--- config.mk ---
export PLATFORM = sky130hd
export DESIGN_NAME = ddr_line_arbiter_flat
export DESIGN_NICKNAME = d
export VERILOG_FILES = /design/src/rtl/ddr_line_arbiter_pkg.sv /design/src/rtl/ddr_line_arbiter_if.sv /design/src/rtl/ddr_line_arbiter_pick.sv /design/src/rtl/ddr_line_arbiter.sv /design/src/flat_wrapper.sv
export SDC_FILE = /design/constraint.sdc
export NUM_CORES = 1
export LEC_CHECK = 0
export BUFFER_PORTS_ARGS = -buffer_cell sky130_fd_sc_hd__buf_4
export CAP_MARGIN = 25
export CORE_MARGIN = 10
export CORE_UTILIZATION = 42
export DETAILED_ROUTE_END_ITERATION = 16
export GPL_TIMING_DRIVEN = 0
export PLACE_DENSITY = 0.87
export REMOVE_ABC_BUFFERS = 1
export SLEW_MARGIN = 40
export SYNTH_ARGS = -nofsm -noshare
export SYNTH_HDL_FRONTEND = slang
export SYNTH_SLANG_ARGS = --single-unit
--- constraint.sdc ---
create_clock -name ddr_clk -period 3.72 [get_ports ddr_clk]
set_input_delay 0.93 -clock ddr_clk [delete_from_list [all_inputs] [get_ports ddr_clk]]
set_output_delay 0.93 -clock ddr_clk [all_outputs]
set_load 0.02 [all_outputs]
--- src/rtl/ddr_line_arbiter_pkg.sv ---
// Shared constants and types for the Next186 SDRAM line path
// (arbiter and cache controller).
package next186_ddr_pkg;

  localparam int ADDR  = 25;
  localparam int LINE  = 6;
  localparam int BEATS = 2 ** (LINE - 1);

  localparam int REQ_VGA   = 0;
  localparam int REQ_CACHE = 1;
  localparam int REQ_DMA   = 2;

  typedef enum logic [1:0] {
    IDLE = 2'd0,
    CMD  = 2'd1,
    XFER = 2'd2,
    DONE = 2'd3
  } arb_state_e;

  function automatic logic [15:0] mux16_onehot(input logic [2:0] sel, input logic [47:0] data);
    logic [15:0] r;
    r = 16'h0000;
    for (int i = 0; i < 3; i++) begin
      r = r | ({16{sel[i]}} & data[i*16 +: 16]);
    end
    return r;
  endfunction

endpackage

--- src/rtl/ddr_line_arbiter_if.sv ---
// Requester and SDRAM-side signals of the line arbiter; the arbiter takes the
// master view, requesters/SDRAM controller the slave view.
interface ddr_line_arbiter_if
  import next186_ddr_pkg::*;
#(
  parameter int ADDR = next186_ddr_pkg::ADDR,
  parameter int LINE = next186_ddr_pkg::LINE
);

  localparam int LA = ADDR - LINE;

  logic [2:0]      req_rd;
  logic [2:0]      req_wr;
  logic [3*LA-1:0] req_addr;
  logic [47:0]     req_wdata;
  logic [2:0]      gnt;
  logic [2:0]      rd_stb;
  logic [2:0]      wr_stb;
  logic            mem_cmd_valid;
  logic            mem_cmd_we;
  logic [LA-1:0]   mem_cmd_addr;
  logic            mem_cmd_ready;
  logic            mem_rd_valid;
  logic            mem_wr_req;
  logic [15:0]     mem_wdata;

  modport master (
    input  req_rd, req_wr, req_addr, req_wdata,
    input  mem_cmd_ready, mem_rd_valid, mem_wr_req,
    output gnt, rd_stb, wr_stb,
    output mem_cmd_valid, mem_cmd_we, mem_cmd_addr, mem_wdata
  );

  modport slave (
    output req_rd, req_wr, req_addr, req_wdata,
    output mem_cmd_ready, mem_rd_valid, mem_wr_req,
    input  gnt, rd_stb, wr_stb,
    input  mem_cmd_valid, mem_cmd_we, mem_cmd_addr, mem_wdata
  );

endinterface

--- src/rtl/ddr_line_arbiter_pick.sv ---
// Winner selection: VGA has fixed top priority, cache and DMA alternate
// according to the round-robin pointer (rr_dma = 1 favours DMA).
module ddr_arb_pick
  import next186_ddr_pkg::*;
(
  input  logic [2:0] pending,
  input  logic       rr_dma,
  output logic [2:0] win,
  output logic       any
);

  // One-hot winner from the pending bits and the round-robin pointer.
  always_comb begin
    win = 3'b000;
    if (pending[REQ_VGA]) begin
      win[REQ_VGA] = 1'b1;
    end else if (pending[REQ_CACHE] && (!rr_dma || !pending[REQ_DMA])) begin
      win[REQ_CACHE] = 1'b1;
    end else if (pending[REQ_DMA]) begin
      win[REQ_DMA] = 1'b1;
    end else begin
      win = 3'b000;
    end
  end

  assign any = |pending;

endmodule

--- src/rtl/ddr_line_arbiter.sv ---
// Shares the SDRAM line-burst port between VGA, cache and DMA requesters.
// DDR_LINE_ARB_WDOG_EN adds the WDOG parameter, a stall watchdog and the wdog_err port.
module ddr_line_arbiter
  import next186_ddr_pkg::*;
#(
  parameter int ADDR = next186_ddr_pkg::ADDR,
  parameter int LINE = next186_ddr_pkg::LINE
`ifdef DDR_LINE_ARB_WDOG_EN
  ,
  parameter int WDOG = 255
`endif
) (
  input  logic ddr_clk,
  input  logic rst_n,
  ddr_line_arbiter_if.master bus
`ifdef DDR_LINE_ARB_WDOG_EN
  ,
  output logic wdog_err
`endif
);

  localparam int LA = ADDR - LINE;
  localparam int BW = LINE - 1;

  localparam logic [1:0] S_IDLE = 2'(IDLE);
  localparam logic [1:0] S_CMD  = 2'(CMD);
  localparam logic [1:0] S_XFER = 2'(XFER);
  localparam logic [1:0] S_DONE = 2'(DONE);

  localparam logic [BW-1:0] BEAT_LAST = {BW{1'b1}};

  logic [1:0]    state_q, state_d;
  logic [2:0]    gnt_q, gnt_d;
  logic          cmd_valid_q, cmd_valid_d;
  logic          cmd_we_q, cmd_we_d;
  logic [LA-1:0] cmd_addr_q, cmd_addr_d;
  logic [BW-1:0] beat_q, beat_d;
  logic          rr_q, rr_d;

  logic [2:0]    pending;
  logic [2:0]    win;
  logic          win_any;
  logic [LA-1:0] win_addr;
  logic          in_xfer;
  logic          cmd_accept;
  logic          beat;
  logic          wdog_trip;

  assign pending = bus.req_rd | bus.req_wr;

  ddr_arb_pick u_pick (
    .pending (pending),
    .rr_dma  (rr_q),
    .win     (win),
    .any     (win_any)
  );

  // Line address of the arbitration winner (zero when nobody wins).
  always_comb begin
    win_addr = {LA{1'b0}};
    for (int i = 0; i < 3; i++) begin
      win_addr = win_addr | ({LA{win[i]}} & bus.req_addr[i*LA +: LA]);
    end
  end

  assign in_xfer    = (state_q == S_XFER);
  assign cmd_accept = (state_q == S_CMD) & bus.mem_cmd_ready;
  assign beat       = in_xfer & (cmd_we_q ? bus.mem_wr_req : bus.mem_rd_valid);

  // Strobes only pass through in XFER and only for the burst direction in flight.
  assign bus.rd_stb    = (in_xfer & ~cmd_we_q) ? (gnt_q & {3{bus.mem_rd_valid}}) : 3'b000;
  assign bus.wr_stb    = (in_xfer &  cmd_we_q) ? (gnt_q & {3{bus.mem_wr_req}})   : 3'b000;
  assign bus.mem_wdata = mux16_onehot(gnt_q, bus.req_wdata);

  assign bus.gnt           = gnt_q;
  assign bus.mem_cmd_valid = cmd_valid_q;
  assign bus.mem_cmd_we    = cmd_we_q;
  assign bus.mem_cmd_addr  = cmd_addr_q;

  // Burst sequencing: arbitrate, hold command, count beats, one-cycle gap.
  always_comb begin
    state_d     = state_q;
    gnt_d       = gnt_q;
    cmd_valid_d = cmd_valid_q;
    cmd_we_d    = cmd_we_q;
    cmd_addr_d  = cmd_addr_q;
    beat_d      = beat_q;
    rr_d        = rr_q;
    case (state_q)
      S_IDLE: begin
        if (win_any) begin
          state_d     = S_CMD;
          gnt_d       = win;
          cmd_valid_d = 1'b1;
          cmd_we_d    = |(win & bus.req_wr);
          cmd_addr_d  = win_addr;
          rr_d        = win[REQ_CACHE] ? 1'b1 : (win[REQ_DMA] ? 1'b0 : rr_q);
        end else begin
          state_d = S_IDLE;
          gnt_d   = 3'b000;
        end
      end
      S_CMD: begin
        if (bus.mem_cmd_ready) begin
          cmd_valid_d = 1'b0;
          beat_d      = {BW{1'b0}};
          state_d     = S_XFER;
        end else if (wdog_trip) begin
          cmd_valid_d = 1'b0;
          gnt_d       = 3'b000;
          state_d     = S_DONE;
        end else begin
          state_d = S_CMD;
        end
      end
      S_XFER: begin
        if (beat) begin
          if (beat_q == BEAT_LAST) begin
            beat_d  = {BW{1'b0}};
            gnt_d   = 3'b000;
            state_d = S_DONE;
          end else begin
            beat_d = beat_q + {{(BW-1){1'b0}}, 1'b1};
          end
        end else if (wdog_trip) begin
          beat_d  = {BW{1'b0}};
          gnt_d   = 3'b000;
          state_d = S_DONE;
        end else begin
          state_d = S_XFER;
        end
      end
      S_DONE: begin
        gnt_d   = 3'b000;
        state_d = S_IDLE;
      end
      default: begin
        gnt_d       = 3'b000;
        cmd_valid_d = 1'b0;
        beat_d      = {BW{1'b0}};
        state_d     = S_IDLE;
      end
    endcase
  end

  // Arbiter state and the registered command/grant outputs.
  always_ff @(posedge ddr_clk or negedge rst_n) begin
    if (!rst_n) begin
      state_q     <= S_IDLE;
      gnt_q       <= 3'b000;
      cmd_valid_q <= 1'b0;
      cmd_we_q    <= 1'b0;
      cmd_addr_q  <= {LA{1'b0}};
      beat_q      <= {BW{1'b0}};
      rr_q        <= 1'b0;
    end else begin
      state_q     <= state_d;
      gnt_q       <= gnt_d;
      cmd_valid_q <= cmd_valid_d;
      cmd_we_q    <= cmd_we_d;
      cmd_addr_q  <= cmd_addr_d;
      beat_q      <= beat_d;
      rr_q        <= rr_d;
    end
  end

`ifdef DDR_LINE_ARB_WDOG_EN
  localparam int WW = $clog2(WDOG + 1);

  logic [WW-1:0] wdog_cnt_q, wdog_cnt_d;
  logic          wdog_err_q, wdog_err_d;
  logic          busy;

  assign busy = (state_q == S_CMD) | (state_q == S_XFER);

  // Stall counter: restarts outside a burst, on command accept and on each beat.
  always_comb begin
    wdog_cnt_d = {WW{1'b0}};
    wdog_err_d = wdog_err_q;
    wdog_trip  = 1'b0;
    if (!busy || beat || cmd_accept) begin
      wdog_cnt_d = {WW{1'b0}};
    end else if (wdog_cnt_q == WW'(WDOG - 1)) begin
      wdog_trip  = 1'b1;
      wdog_err_d = 1'b1;
    end else begin
      wdog_cnt_d = wdog_cnt_q + {{(WW-1){1'b0}}, 1'b1};
    end
  end

  // Watchdog counter and sticky error flag.
  always_ff @(posedge ddr_clk or negedge rst_n) begin
    if (!rst_n) begin
      wdog_cnt_q <= {WW{1'b0}};
      wdog_err_q <= 1'b0;
    end else begin
      wdog_cnt_q <= wdog_cnt_d;
      wdog_err_q <= wdog_err_d;
    end
  end

  assign wdog_err = wdog_err_q;
`else
  assign wdog_trip = 1'b0;
`endif

endmodule

--- src/flat_wrapper.sv ---
// flat-port wrapper written by rule: the top's interface ports become plain ports
module ddr_line_arbiter_flat import next186_ddr_pkg::*;
#(
  parameter int ADDR = next186_ddr_pkg::ADDR,
  parameter int LINE = next186_ddr_pkg::LINE

)
  (ddr_clk, rst_n, bus_req_rd, bus_req_wr, bus_req_addr, bus_req_wdata, bus_mem_cmd_ready, bus_mem_rd_valid, bus_mem_wr_req, bus_gnt, bus_rd_stb, bus_wr_stb, bus_mem_cmd_valid, bus_mem_cmd_we, bus_mem_cmd_addr, bus_mem_wdata);
  ddr_line_arbiter_if #(.ADDR(ADDR), .LINE(LINE)) bus_i ();
  input  logic ddr_clk;
  input  logic rst_n;
  input wire logic [$bits(bus_i.req_rd)-1:0] bus_req_rd;
  input wire logic [$bits(bus_i.req_wr)-1:0] bus_req_wr;
  input wire logic [$bits(bus_i.req_addr)-1:0] bus_req_addr;
  input wire logic [$bits(bus_i.req_wdata)-1:0] bus_req_wdata;
  input wire logic [$bits(bus_i.mem_cmd_ready)-1:0] bus_mem_cmd_ready;
  input wire logic [$bits(bus_i.mem_rd_valid)-1:0] bus_mem_rd_valid;
  input wire logic [$bits(bus_i.mem_wr_req)-1:0] bus_mem_wr_req;
  output wire logic [$bits(bus_i.gnt)-1:0] bus_gnt;
  output wire logic [$bits(bus_i.rd_stb)-1:0] bus_rd_stb;
  output wire logic [$bits(bus_i.wr_stb)-1:0] bus_wr_stb;
  output wire logic [$bits(bus_i.mem_cmd_valid)-1:0] bus_mem_cmd_valid;
  output wire logic [$bits(bus_i.mem_cmd_we)-1:0] bus_mem_cmd_we;
  output wire logic [$bits(bus_i.mem_cmd_addr)-1:0] bus_mem_cmd_addr;
  output wire logic [$bits(bus_i.mem_wdata)-1:0] bus_mem_wdata;
  assign bus_i.req_rd = bus_req_rd;
  assign bus_i.req_wr = bus_req_wr;
  assign bus_i.req_addr = bus_req_addr;
  assign bus_i.req_wdata = bus_req_wdata;
  assign bus_i.mem_cmd_ready = bus_mem_cmd_ready;
  assign bus_i.mem_rd_valid = bus_mem_rd_valid;
  assign bus_i.mem_wr_req = bus_mem_wr_req;
  assign bus_gnt = bus_i.gnt;
  assign bus_rd_stb = bus_i.rd_stb;
  assign bus_wr_stb = bus_i.wr_stb;
  assign bus_mem_cmd_valid = bus_i.mem_cmd_valid;
  assign bus_mem_cmd_we = bus_i.mem_cmd_we;
  assign bus_mem_cmd_addr = bus_i.mem_cmd_addr;
  assign bus_mem_wdata = bus_i.mem_wdata;
  ddr_line_arbiter #(.ADDR(ADDR), .LINE(LINE)) u_core (.ddr_clk(ddr_clk), .rst_n(rst_n), .bus(bus_i));
endmodule
==> results of run 1 <==
==> cell families after synthesis <==
| group | after synthesis | synth area share |
|---|---|---|
| mux | 2 | 0.0118 |
| buf+inv | 36 | 0.0895 |
| compound gates | 77 | 0.331 |
| flops | 32 | 0.418 |
| simple gates | 52 | 0.132 |
| xor+xnor | 1 | 0.00458 |
| fa+ha+maj | 2 | 0.0131 |
==> registers in the layout (all words and copies together), names as in the netlist, named ones only <==
register and count:
u_core.bus.mem_cmd_valid 1, u_core.bus.gnt 3, u_core.rr_q 1, u_core.bus.mem_cmd_we 1, u_core.bus.mem_cmd_addr 19, u_core.beat_q 5
u_core.state_q 1
==> worst paths after layout <==
check / slack, ns / startpoint / to
max reg2reg: 1.94 / flop / u_core.beat_q[2]
min in group asynchronous: 0.57 / rst_n / u_core.bus.mem_cmd_addr[11]
min reg2reg: 0.52 / u_core.beat_q[1] / u_core.beat_q[1]
max in group asynchronous: 2.86 / rst_n / u_core.bus.mem_cmd_addr[8]
min: 0.52 / u_core.beat_q[1] / u_core.beat_q[1]
max: 0.96 / flop / bus_wr_stb[0]
==> Yosys cell counts (all sizes together) (3+ instances only) <==
cell	count
inv	18
and3	4
buf	13
nand3	3
o21ai	8
nor2	25
and4	3
a22o	4
a222oi	34
nand2b	3
clkbuf	5
dfrtp	32
a21oi	20
nand2	8
==> final cells by class <==
cell class,instances,area share
Timing Repair Buffer,163,0.382
Multi-Input combinational cell,134,0.294
Sequential cell,32,0.249
Clock buffer,6,0.0225
Inverter,18,0.0210
Tap cell,52,0.0202
Clock inverter,2,0.0109
==> metrics by stage <==
step / area, sq um / util
2_1_floorplan: 1810 / -
3_3_place_gp: 3080 / 0.703
3_5_place_dp: 3110 / 0.710
4_1_cts: 3220 / 0.735
5_1_grt: 3220 / 0.735
6_report: 3220 / 0.735
==> power breakdown <==
| part | internal [mW] | total [mW] | switching, mW |
|---|---|---|---|
| logic | 0.572 | 1.25 | 0.680 |
| clock network | 0.199 | 0.331 | 0.132 |
| registers | 0.498 | 0.668 | 0.170 |
| total | 1.27 | 2.25 | 0.982 |
==> metal layers <==
layer  up-vias  routed length (um)  GRT usage
li1       1104                   -          -
met1      1093                2650      0.193
met2       129                4150      0.351
met3        15                1050      0.117
met4         0                 119     0.0464
met5         -                   0          0
==> worst min-delay path, cell delays in order (launching register included) <==
cell     delay [ns]
dfrtp_1        0.37
nand2_1        0.06
o21ai_0        0.06
==> results.yml, run 1 <==
synthesis:
  yosys.area.top_type: "dfrtp_1"
  yosys-top-cells-area: "dfrtp_1, a222oi_1, a21oi_1, nor2_1, inv_1"
  syn_area_per_cell_sq_um: 9.48
  synthDistinctLibCells: 35
  yosysWarnings: 0
  postSynthCellCount: 202
  netlist_area_sq_mm: 0.00191
  synthArstFlopShare: 1.00
  ys_seq_area_frac: 0.418
  synthDominantCellAreaShare: 0.418
  synth_edf_count: 0
  synthFlopType: "dfrtp_1"
  synth-seq-cells: 32
timing:
  max_freq_ghz: 0.362
  slew_headroom: 0.447
  rsz0062_at_grt: "false"
  setup_viol: 0
  finClkSkew_ns: 0.0122
  hold_slack_ns: 0.523
  layout_min_cycle_time_ns: 2.76
  finalHoldViolCount: 0
  setup_tns_ns: 0
  fin_crit_sh: 0.742
  worst_slack_ns: 0.958
  worst_pin_slew_ns: 0.829
  finalMaxSlewViolations: 0
detailed_routing:
  avgRoutedWirePerCell_um: 19.6
  wl_um: 7960
  route.vias.total: 2341
  viasPerCell: 5.75
  dr.pass1.iters: 9
  drt-initial-drc-count: 234
  ant_nets: 0
  drc: 0
clock_network:
  cts_buffer_depth: 2
  clock_latency_ns: 0.29
  postCtsSetupRepairBufs: 0
  hold_buffers: 0
  cts-buffers-inserted: 5
  cts_sinks: 32
  htreeDepth: 2
  cts_root_buf: "clkbuf_8"
  cts_tree: "built"
  post_cts_resized: 0
  clkSlewWorstSetupHoldPaths_ns: 0.07
job:
  max_cap_viol_count: 0
setup_path:
  reg2reg_depth: 3
  worst_path_largest_cell_delay_ns: 0.59
  critPathLaunchType: "flop"
  critPathBufInv: 1
  end_kind: "primary output"
  cp.arrival_ns: 1.83
  path_class: "flop to primary output"
  required_ns: 2.79
  critPathTopFamily: "simple AND/OR/NAND/NOR gates"
  cp_max_fo: 11
  crit_chain: "nor2b_1 > and4_1 > buf_4"
  cpMaxStageDelayCell: "nor2b_1"
  worst-path-stages: 3
floorplan:
  dieArea_sq_mm: 0.00766
  rows: 24
  io_pins: 162
  start_util: 0.437
  core_area_sq_mm: 0.00438
  die_h_um: 87.5
  die_w_um: 87.5
final_layout:
  nNetsFinal: 472
  seqCellArea_sq_um: 801
  fin_cells: 407
  area.growth.synth_to_final_pct: 68.2
  multi_input_area_sq_um: 948
  drive_gt1_frac: 0.501
  final_common_cell: "buf_4"
  fillCellCount: 318
  num_antenna_cells: 0
  final_cell_mix: "buf_4, a222oi_1, dfrtp_1"
placed_design:
  numPortBuffers: 161
  post-dp-hpwl_um: 6450
  dp.cells: 399
  post-place-ws_ns: 0.855
  gp_congestion: 0.797
global_route:
  grt_pass1_wl_um: 12100
  grt_max_degree: 33
  first_global_vias: 2392
  grt_usage: 0.198
  grt-ovfl-total: 0
  grt_antenna_before_repair: 0
pwr:
  ir_worst_vdd_v: 0.000441
  p_per_area_mw_per_mm2: 699
  power.total_mw: 2.25
  p_leak_nw: 1.66
hold_path:
  holdPathStages: 2
  hold_path.class: "flop to flop"
status:
  status: "finished, final reports clean"
Note: power is estimated with default switching activity, not from simulation.
==> run 2, diff against run 1 <==
Settings changed: CORE_UTILIZATION 42 to 39, PLACE_DENSITY 0.87 to 0.81.
Clock period 3.72 ns to 2.8 ns, I/O delays scaled along.
==> results.yml, run 2 (same netlist as run 1, synthesis figures left out) <==
timing:
  layout_min_cycle_time_ns: 2.58
  finalMaxSlewViolations: 0
  rsz0062_at_grt: "false"
  max_freq_ghz: 0.388
  finClkSkew_ns: 0.00617
  hold_slack_ns: 0.336
  finalHoldViolCount: 0
  worst_pin_slew_ns: 0.786
  fin_crit_sh: 0.922
  setup_viol: 0
  slew_headroom: 0.475
clock_network:
  hold_buffers: 0
  postCtsSetupRepairBufs: 0
  cts-buffers-inserted: 5
  post_cts_resized: 0
  clock_latency_ns: 0.29
  cts_tree: "built"
  cts_buffer_depth: 2
  cts_root_buf: "clkbuf_8"
  htreeDepth: 2
  cts_sinks: 32
  clkSlewWorstSetupHoldPaths_ns: 0.07
pwr:
  p_leak_nw: 1.66
  p_sw_mw: 1.31
  p_per_area_mw_per_mm2: 936
  power_frac_clock: 0.161
  p_int_mw: 1.74
  ir_worst_vdd_v: 0.000563
  power.total_mw: 3.05
  power_frac_comb: 0.546
  swShare: 0.431
  seqPwrFrac: 0.294
placed_design:
  numPortBuffers: 161
  post-dp-hpwl_um: 6380
  placed_area_sq_mm: 0.00313
  gp_congestion: 0.824
global_route:
  grt_antenna_before_repair: 0
  grt-ovfl-total: 0
  grt_max_degree: 33
  grt_pass1_wl_um: 12900
  first_global_vias: 2489
  grt_usage: 0.192
detailed_routing:
  avgRoutedWirePerCell_um: 19.3
  wl_um: 8130
  route.vias.total: 2299
  dr.pass1.iters: 7
  ant_nets: 0
  drc: 0
  viasPerCell: 5.45
  drt-initial-drc-count: 248
final_layout:
  drive_gt1_frac: 0.507
  num_antenna_cells: 0
  final_common_cell: "buf_4"
  largest_reg_flops: 19
  nNetsFinal: 472
  area.growth.synth_to_final_pct: 70.2
  final_cell_mix: "buf_4, a222oi_1, dfrtp_1"
  final_area_sq_mm: 0.00326
setup_path:
  cp_max_fo: 11
  required_ns: 2.10
  cp.arrival_ns: 1.88
  path_class: "flop to primary output"
  end_kind: "primary output"
  critPathLaunchType: "flop"
  reg2reg_depth: 3
floorplan:
  io_pins: 162
  core_area_sq_mm: 0.00475
  die_h_um: 90.1
  dieArea_sq_mm: 0.00811
  die_w_um: 90.1
  start_util: 0.403
  rows: 25
hold_path:
  hold_path.class: "primary input to async pin"
job:
  max_cap_viol_count: 0
status:
  status: "finished, final reports clean"
run 2: critical path, cell delays in order, from the launching register on:
cell,delay (ns)
dfrtp_1,0.55
nor2b_1,0.60
and4_1,0.28
buf_4,0.15
run 2: layout make-up:
| cell class | instances | area [sq um] |
|---|---|---|
| Clock buffer | 7 | 96.3 |
| Clock inverter | 1 | 30.0 |
| Fill cell | 396 | 1500 |
| Inverter | 18 | 67.6 |
| Multi-Input combinational cell | 134 | 948 |
| Sequential cell | 32 | 801 |
| Tap cell | 67 | 83.8 |
| Timing Repair Buffer | 163 | 1230 |
run 2: final timing paths:
check / start / slack, ns / endpoint
hold reg to reg: u_core.beat_q[4] / 0.50 / u_core.beat_q[4]
min in group ddr_clk: u_core.beat_q[4] / 0.50 / u_core.beat_q[4]
setup / recovery: flop / 0.22 / bus_wr_stb[0]
setup reg to reg: flop / 0.97 / u_core.beat_q[2]
max in group asynchronous: rst_n / 2.17 / u_core.bus.gnt[1]
hold / removal: rst_n / 0.34 / u_core.bus.mem_cmd_addr[7]
run 2: routing by layer:
layer	vias to the layer above	GRT usage	part of all wire
met5	-	0	0
met4	0	0.0477	0.0071
met3	7	0.110	0.12
met2	118	0.334	0.51
met1	1077	0.195	0.36
li1	1097	-	-
run 2: metrics by stage:
| stage | std cells | TNS, ns | setup slack, ns | util |
|---|---|---|---|---|
| 5_1_grt | 422 | 0 | 0.0996 | 0.685 |
| 2_1_floorplan | 184 | 0 | 0.576 | - |
| 6_report | 422 | 0 | 0.219 | 0.685 |
| 4_1_cts | 422 | 0 | 0.221 | 0.685 |
| 3_3_place_gp | 412 | -0.665 | -0.0714 | 0.653 |
| 3_5_place_dp | 414 | 0 | 0.190 | 0.659 |
run 2: power by group through the flow:
stage | Combinational [mW] | Sequential [mW] | Clock (mW)
floorplan | 0.711 | 1.05 | 0
finish | 1.66 | 0.896 | 0.490
global placement | 1.61 | 0.884 | 0
CTS | 1.69 | 0.897 | 0.488
detailed placement | 1.68 | 0.897 | 0
global route | 1.81 | 0.935 | 0.519
